## src/rtl/hex_display_pkg.sv

```systemverilog
// ============================================================================
// hex_display_pkg : shared FSM states, blank code and 7-segment table
// Revision: 1.0
// ============================================================================
`default_nettype none

package hex_display_pkg;

    typedef enum logic [1:0] {
        ST_IDLE   = 2'd0,
        ST_SCAN   = 2'd1,
        ST_COMMIT = 2'd2
    } state_t;

    localparam logic [6:0] SEG_BLANK = 7'h7F;

    // Active-low segments, bit0 = a ... bit6 = g, indexed by nibble value.
    localparam logic [6:0] SEG_TABLE [16] = '{
        7'h40, 7'h79, 7'h24, 7'h30, 7'h19, 7'h12, 7'h02, 7'h78,
        7'h00, 7'h18, 7'h08, 7'h03, 7'h46, 7'h21, 7'h06, 7'h0E
    };

endpackage

`default_nettype wire

```

## src/rtl/hex_seg_decode.sv

```systemverilog
// ============================================================================
// hex_seg_decode : combinational nibble to active-low 7-segment decoder
// Revision: 1.0
// ============================================================================
`default_nettype none

module hex_seg_decode
    import hex_display_pkg::*;
(
    input  logic [3:0] nibble,
    output logic [6:0] seg
);

    always_comb begin
        seg = SEG_TABLE[nibble];
    end

endmodule

`default_nettype wire

```

## src/rtl/hex_display_bank.sv

```systemverilog
// ============================================================================
// hex_display_bank : multi-digit hex display with scan/commit update,
// leading-zero blanking, per-digit enable and blink (HEX_DISPLAY_BLINK_EN).
// Revision: 1.0
// ============================================================================
`default_nettype none

module hex_display_bank
    import hex_display_pkg::*;
#(
    parameter int NUM_DIGITS = 6,
    parameter int BLINK_DIV  = 25000000
) (
    input  logic                    clock,
    input  logic                    resetn,
    input  logic                    load_valid,
    output logic                    load_ready,
    input  logic [4*NUM_DIGITS-1:0] load_data,
    input  logic                    blank_lz,
    input  logic [NUM_DIGITS-1:0]   digit_en,
    input  logic [NUM_DIGITS-1:0]   blink_mask,
    output logic [7*NUM_DIGITS-1:0] hex_out
);

    localparam int IDX_W = (NUM_DIGITS > 1) ? $clog2(NUM_DIGITS) : 1;

    state_t                  state;
    state_t                  state_next;
    logic [IDX_W-1:0]        scan_idx;
    logic [4*NUM_DIGITS-1:0] load_q;
    logic                    lz_q;
    logic                    seen_nonzero;
    logic [3:0]              cur_nibble;
    logic [6:0]              dec_seg;
    logic [6:0]              scan_seg;
    logic                    accept;
    logic                    blink_phase;
    logic [6:0]              shadow  [NUM_DIGITS];
    logic [6:0]              display [NUM_DIGITS];

    assign load_ready = (state == ST_IDLE);
    assign accept     = load_ready && load_valid;

    always_ff @(posedge clock or negedge resetn) begin
        if (!resetn) begin
            state <= ST_IDLE;
        end else begin
            state <= state_next;
        end
    end

    always_comb begin
        state_next = state;
        case (state)
            ST_IDLE:   if (load_valid) state_next = ST_SCAN;
            ST_SCAN:   if (scan_idx == '0) state_next = ST_COMMIT;
            ST_COMMIT: state_next = ST_IDLE;
            default:   state_next = ST_IDLE;
        endcase
    end

    // Scan runs MSB first so leading-zero state is known when each digit is written.
    always_ff @(posedge clock or negedge resetn) begin
        if (!resetn) begin
            scan_idx     <= '0;
            load_q       <= '0;
            lz_q         <= 1'b0;
            seen_nonzero <= 1'b0;
        end else if (accept) begin
            scan_idx     <= IDX_W'(NUM_DIGITS - 1);
            load_q       <= load_data;
            lz_q         <= blank_lz;
            seen_nonzero <= 1'b0;
        end else if (state == ST_SCAN) begin
            seen_nonzero <= seen_nonzero | (cur_nibble != 4'd0);
            if (scan_idx != '0) begin
                scan_idx <= scan_idx - 1'b1;
            end
        end
    end

    always_comb begin
        cur_nibble = 4'd0;
        for (int i = 0; i < NUM_DIGITS; i++) begin
            if (scan_idx == IDX_W'(i)) begin
                cur_nibble = load_q[4*i +: 4];
            end
        end
    end

    hex_seg_decode u_decode (
        .nibble (cur_nibble),
        .seg    (dec_seg)
    );

    always_comb begin
        scan_seg = dec_seg;
        if (lz_q && !seen_nonzero && (cur_nibble == 4'd0) && (scan_idx != '0)) begin
            scan_seg = SEG_BLANK;
        end
    end

    generate
        for (genvar i = 0; i < NUM_DIGITS; i++) begin : g_digit
            localparam logic [IDX_W-1:0] DIGIT_IDX = IDX_W'(i);

            always_ff @(posedge clock or negedge resetn) begin
                if (!resetn) begin
                    shadow[i]  <= SEG_BLANK;
                    display[i] <= SEG_BLANK;
                end else begin
                    if ((state == ST_SCAN) && (scan_idx == DIGIT_IDX)) begin
                        shadow[i] <= scan_seg;
                    end
                    if (state == ST_COMMIT) begin
                        display[i] <= shadow[i];
                    end
                end
            end

            assign hex_out[7*i +: 7] = (!digit_en[i] || (blink_phase && blink_mask[i]))
                                       ? SEG_BLANK : display[i];
        end
    endgenerate

`ifdef HEX_DISPLAY_BLINK_EN
    localparam int CNT_W = (BLINK_DIV > 2) ? $clog2(BLINK_DIV) : 1;

    logic [CNT_W-1:0] blink_cnt;

    always_ff @(posedge clock or negedge resetn) begin
        if (!resetn) begin
            blink_cnt   <= '0;
            blink_phase <= 1'b0;
        end else if (blink_cnt == CNT_W'(BLINK_DIV - 1)) begin
            blink_cnt   <= '0;
            blink_phase <= ~blink_phase;
        end else begin
            blink_cnt   <= blink_cnt + 1'b1;
        end
    end
`else
    logic unused_blink_cfg;

    assign blink_phase      = 1'b0;
    assign unused_blink_cfg = (BLINK_DIV < 2);
`endif

endmodule

`default_nettype wire

```

## config.mk

```make
export PLATFORM = sky130hd
export DESIGN_NAME = hex_display_bank
export DESIGN_NICKNAME = d
export VERILOG_FILES = /design/src/rtl/hex_display_pkg.sv /design/src/rtl/hex_seg_decode.sv /design/src/rtl/hex_display_bank.sv
export SDC_FILE = /design/constraint.sdc
export NUM_CORES = 1
export LEC_CHECK = 0
export CORE_AREA = 2 2 120 122
export CTS_CLUSTER_SIZE = 10
export DETAILED_ROUTE_END_ITERATION = 8
export DIE_AREA = 0 0 122 124
export GPL_ROUTABILITY_DRIVEN = 1
export PLACE_DENSITY = 0.61
export SYNTH_ARGS = -nofsm -noshare
export SYNTH_HDL_FRONTEND = slang
export SYNTH_SLANG_ARGS = --single-unit
```

## constraint.sdc

```tcl
create_clock -name clock -period 6 [get_ports clock]
set_clock_uncertainty 0.1 [all_clocks]
set_input_delay 1.2 -clock clock [delete_from_list [all_inputs] [get_ports clock]]
set_output_delay 1.2 -clock clock [all_outputs]
set_load 0.005 [all_outputs]
```

==> results.cfg <==
[layout]
final_nets = 584
drive_gt1_share_pct = 34.25
design_area_um2 = 6818
syn_to_final_growth_pct = 28.36
n_antenna_cell = 0
fill_cells = 1234

[synth]
synthSimpleGateAreaFrac_pct = 13.05
synth_area_leaders = dfstp_2 42%, dfrtp_1 15%, mux2_2 14%
synth_top_family_by_area = multiplexers
synth_top_area_share_pct = 41.55
synth.mux.area_fraction_pct = 14.16
synth_edf_count = 0
ys_types = 50
dominantRegCellSynth = dfstp_2
syn_area_per_cell_um2 = 11.52
yosysMostFrequentCell = dfstp_2
yosysWarnings = 0
synth-adder-area-share_pct = 2.591
async_reset_ff_share_pct = 100.0
synthTopCellsByCount = 84 x dfstp_2, 65 x mux2_2, 59 x nand2_1
syn_area_um2 = 5311
ys_seq_elements = 115
postSynthCellCount = 461
ys_seq_area_share_pct = 56.16
syn_nets = 512
synth_compound_area_share_pct = 11.28
synth_xor_area_share_pct = 0
synth_top_area_cell = dfstp_2

[cts]
max-clock-path-buffers = 2
ctsHoldBuffers = 0
clock-sinks = 115
cts_setup_buffers = 0
cts_buffers = 17
cts_resized = 0
clk_latency_ns = 0.40
path_clk_slew_ns = 0.05
cts_max_level = 4
cts-root-buf = clkbuf_16
cts_tree = yes

[sta]
hold_viol = 0
period_minus_slack_ns = 3.983
finalCritPeriodShare_pct = 66.38
relSlewSlack_pct = 20.53
rsz0062_at_grt = false
finalWorstSetupSlack_ns = 2.018
fmax_mhz = 251.1
tns_ns = 0
slew_violations = 0
tightest_slew_ns = 1.189
setup_viol = 0

[global_route]
grt_usage_pct = 15.53
overflow = 0
antenna_found_initial = 0
grt_pass1_vias = 3572
grt_pass1_wl_mm = 17.99
grt_start_max_net_pins = 83

[die]
initial_utilization_pct = 38.71
die-area_um2 = 15130
die_y_um = 124
core_um2 = 13720
ios = 83
std_cell_rows = 43
die_width_um = 122

[place]
pre_cts_ws_ns = 2.003
place_congestion = 0.8101
dpl.hpwl_mm = 7.522
placed_area_um2 = 6205
portBuffers = 76

[power]
vdd_drop_max_uv = 258.5
p_per_area_nw_per_um2 = 613.8
internal_power_mw = 2.699
combPwrFrac_pct = 41.2
switching_power_mw = 1.486
pwr-share-clk_pct = 24.4
cellLeakagePower_nw = 2.822
p_sw_share_pct = 35.51
pwr-share-seq_pct = 34.4

[drt]
first_pass_iters = 4
via_per_inst = 4.977
vias = 3613
drt-total-wl_mm = 10.84
detail-route-antenna-nets = 0
route.detailed.wl_per_inst_um = 14.93
drtIter0Drc = 181
drc_errors = 0

[job]
drv_cap = 0

[worst_hold_path]
hold_class = register to register

[setup_path]
crit_fanout = 14
crit_type = register to register
arrival_ns = 4.17
cp_data_required_time_ns = 6.19
cp-end-kind = register
worstSetupStartpointType = register

[run_status]
status = finished clean
-- sequential cells by signal, summed over array words and instances, names as in the netlist --
register / flops
seen_nonzero: 1
state: 2
display: 42
lz_q: 1
scan_idx: 3
shadow: 42
load_q: 24
-- critical path: stages (launching register included) --
cell and delay, ns:
dfrtp_1 0.42, inv_1 0.14, ha_1 0.46, and2b_1 0.30, a221o_1 0.31, a22oi_1 0.52
inv_1 0.19, ha_1 0.35, o311ai_1 0.92, o21ai_1 0.17
-- cells by family (layout without fill, tap and decap cells) --
family / count (synthesis) / count (layout)
mux: 67 / 67
compound gates: 93 / 93
flops: 115 / 115
buf+inv: 35 / 120
simple gates: 140 / 140
fa+ha+maj: 11 / 11
-- cells in the final DEF (no fill, tap or decap), drive strengths merged, types with 2 or more instances in the layout --
| cell | netlist | final |
|---|---|---|
| a211oi | 3 | 3 |
| a21o | 3 | 3 |
| a21oi | 12 | 12 |
| a221o | 4 | 4 |
| a221oi | 3 | 3 |
| a22o | 2 | 2 |
| a22oi | 4 | 4 |
| a311oi | 2 | 2 |
| and3 | 2 | 2 |
| buf | 6 | 2 |
| bufinv | 0 | 3 |
| clkbuf | 18 | 22 |
| clkdlybuf4s50 | 0 | 75 |
| clkinv | 0 | 7 |
| dfrtp | 31 | 31 |
| dfstp | 84 | 84 |
| ha | 11 | 11 |
| inv | 11 | 11 |
| mux2 | 65 | 65 |
| mux2i | 2 | 2 |
| nand2 | 59 | 59 |
| nand2b | 46 | 46 |
| nand3 | 6 | 6 |
| nand4b | 2 | 2 |
| nor2 | 13 | 13 |
| nor2b | 2 | 2 |
| nor3 | 3 | 3 |
| o21ai | 45 | 45 |
| o22ai | 2 | 2 |
| or3 | 2 | 2 |
-- power groups by stage --
stage / registers, mW / clock network [mW] / logic, mW
finish: 1.44 / 1.02 / 1.73
global route: 1.49 / 1.08 / 1.94
CTS: 1.44 / 1.04 / 1.75
detailed placement: 1.46 / 0 / 1.74
global placement: 1.44 / 0 / 1.69
floorplan: 1.36 / 0 / 1.27
-- stage by stage --
step                      hold slack [ns]  instances  utilization (%)  power [mW]
after floorplan                    0.3412        461                -       2.629
after global placement             0.3494        694            45.23       3.131
after detailed placement           0.3530        694            45.23       3.198
after CTS                          0.3605        726            49.69       4.239
after global routing               0.3720        726            49.69       4.508
final                              0.3606        726            49.69       4.184
-- routing by layer --
| metal | vias up | wire (um) | GRT usage [%] |
|---|---|---|---|
| li1 | 1761 | - | - |
| met1 | 1758 | 5056 | 20.45 |
| met2 | 83 | 5189 | 25.03 |
| met3 | 11 | 455 | 3.984 |
| met4 | 0 | 136 | 5.244 |
| met5 | - | 0 | 0 |
-- cell type report --
class | instances | area (um2) | area share, %
flip-flops and latches | 115 | 2983 | 43.75
well taps | 180 | 225.2 | 3.303
clock inverters | 10 | 128.9 | 1.890
multi-input cells | 311 | 2190 | 32.12
inverters | 11 | 41.29 | 0.6056
clock buffers | 22 | 484.2 | 7.102
repair buffers | 77 | 765.7 | 11.23
-- path summary, 6_finish.rpt --
path                             start           to  slack (ns)  cells after the start
min reg2reg                 shadow[27]   shadow[27]        0.36                      2
max                        scan_idx[1]   shadow[28]        2.02                      9
min in group asynchronous       resetn  scan_idx[1]        0.90                      1
min                         shadow[27]   shadow[27]        0.36                      2
max reg2reg                scan_idx[1]   shadow[28]        2.02                      9
max in group asynchronous       resetn   shadow[34]        3.90                      2
Power figures use the tool's default switching activity.
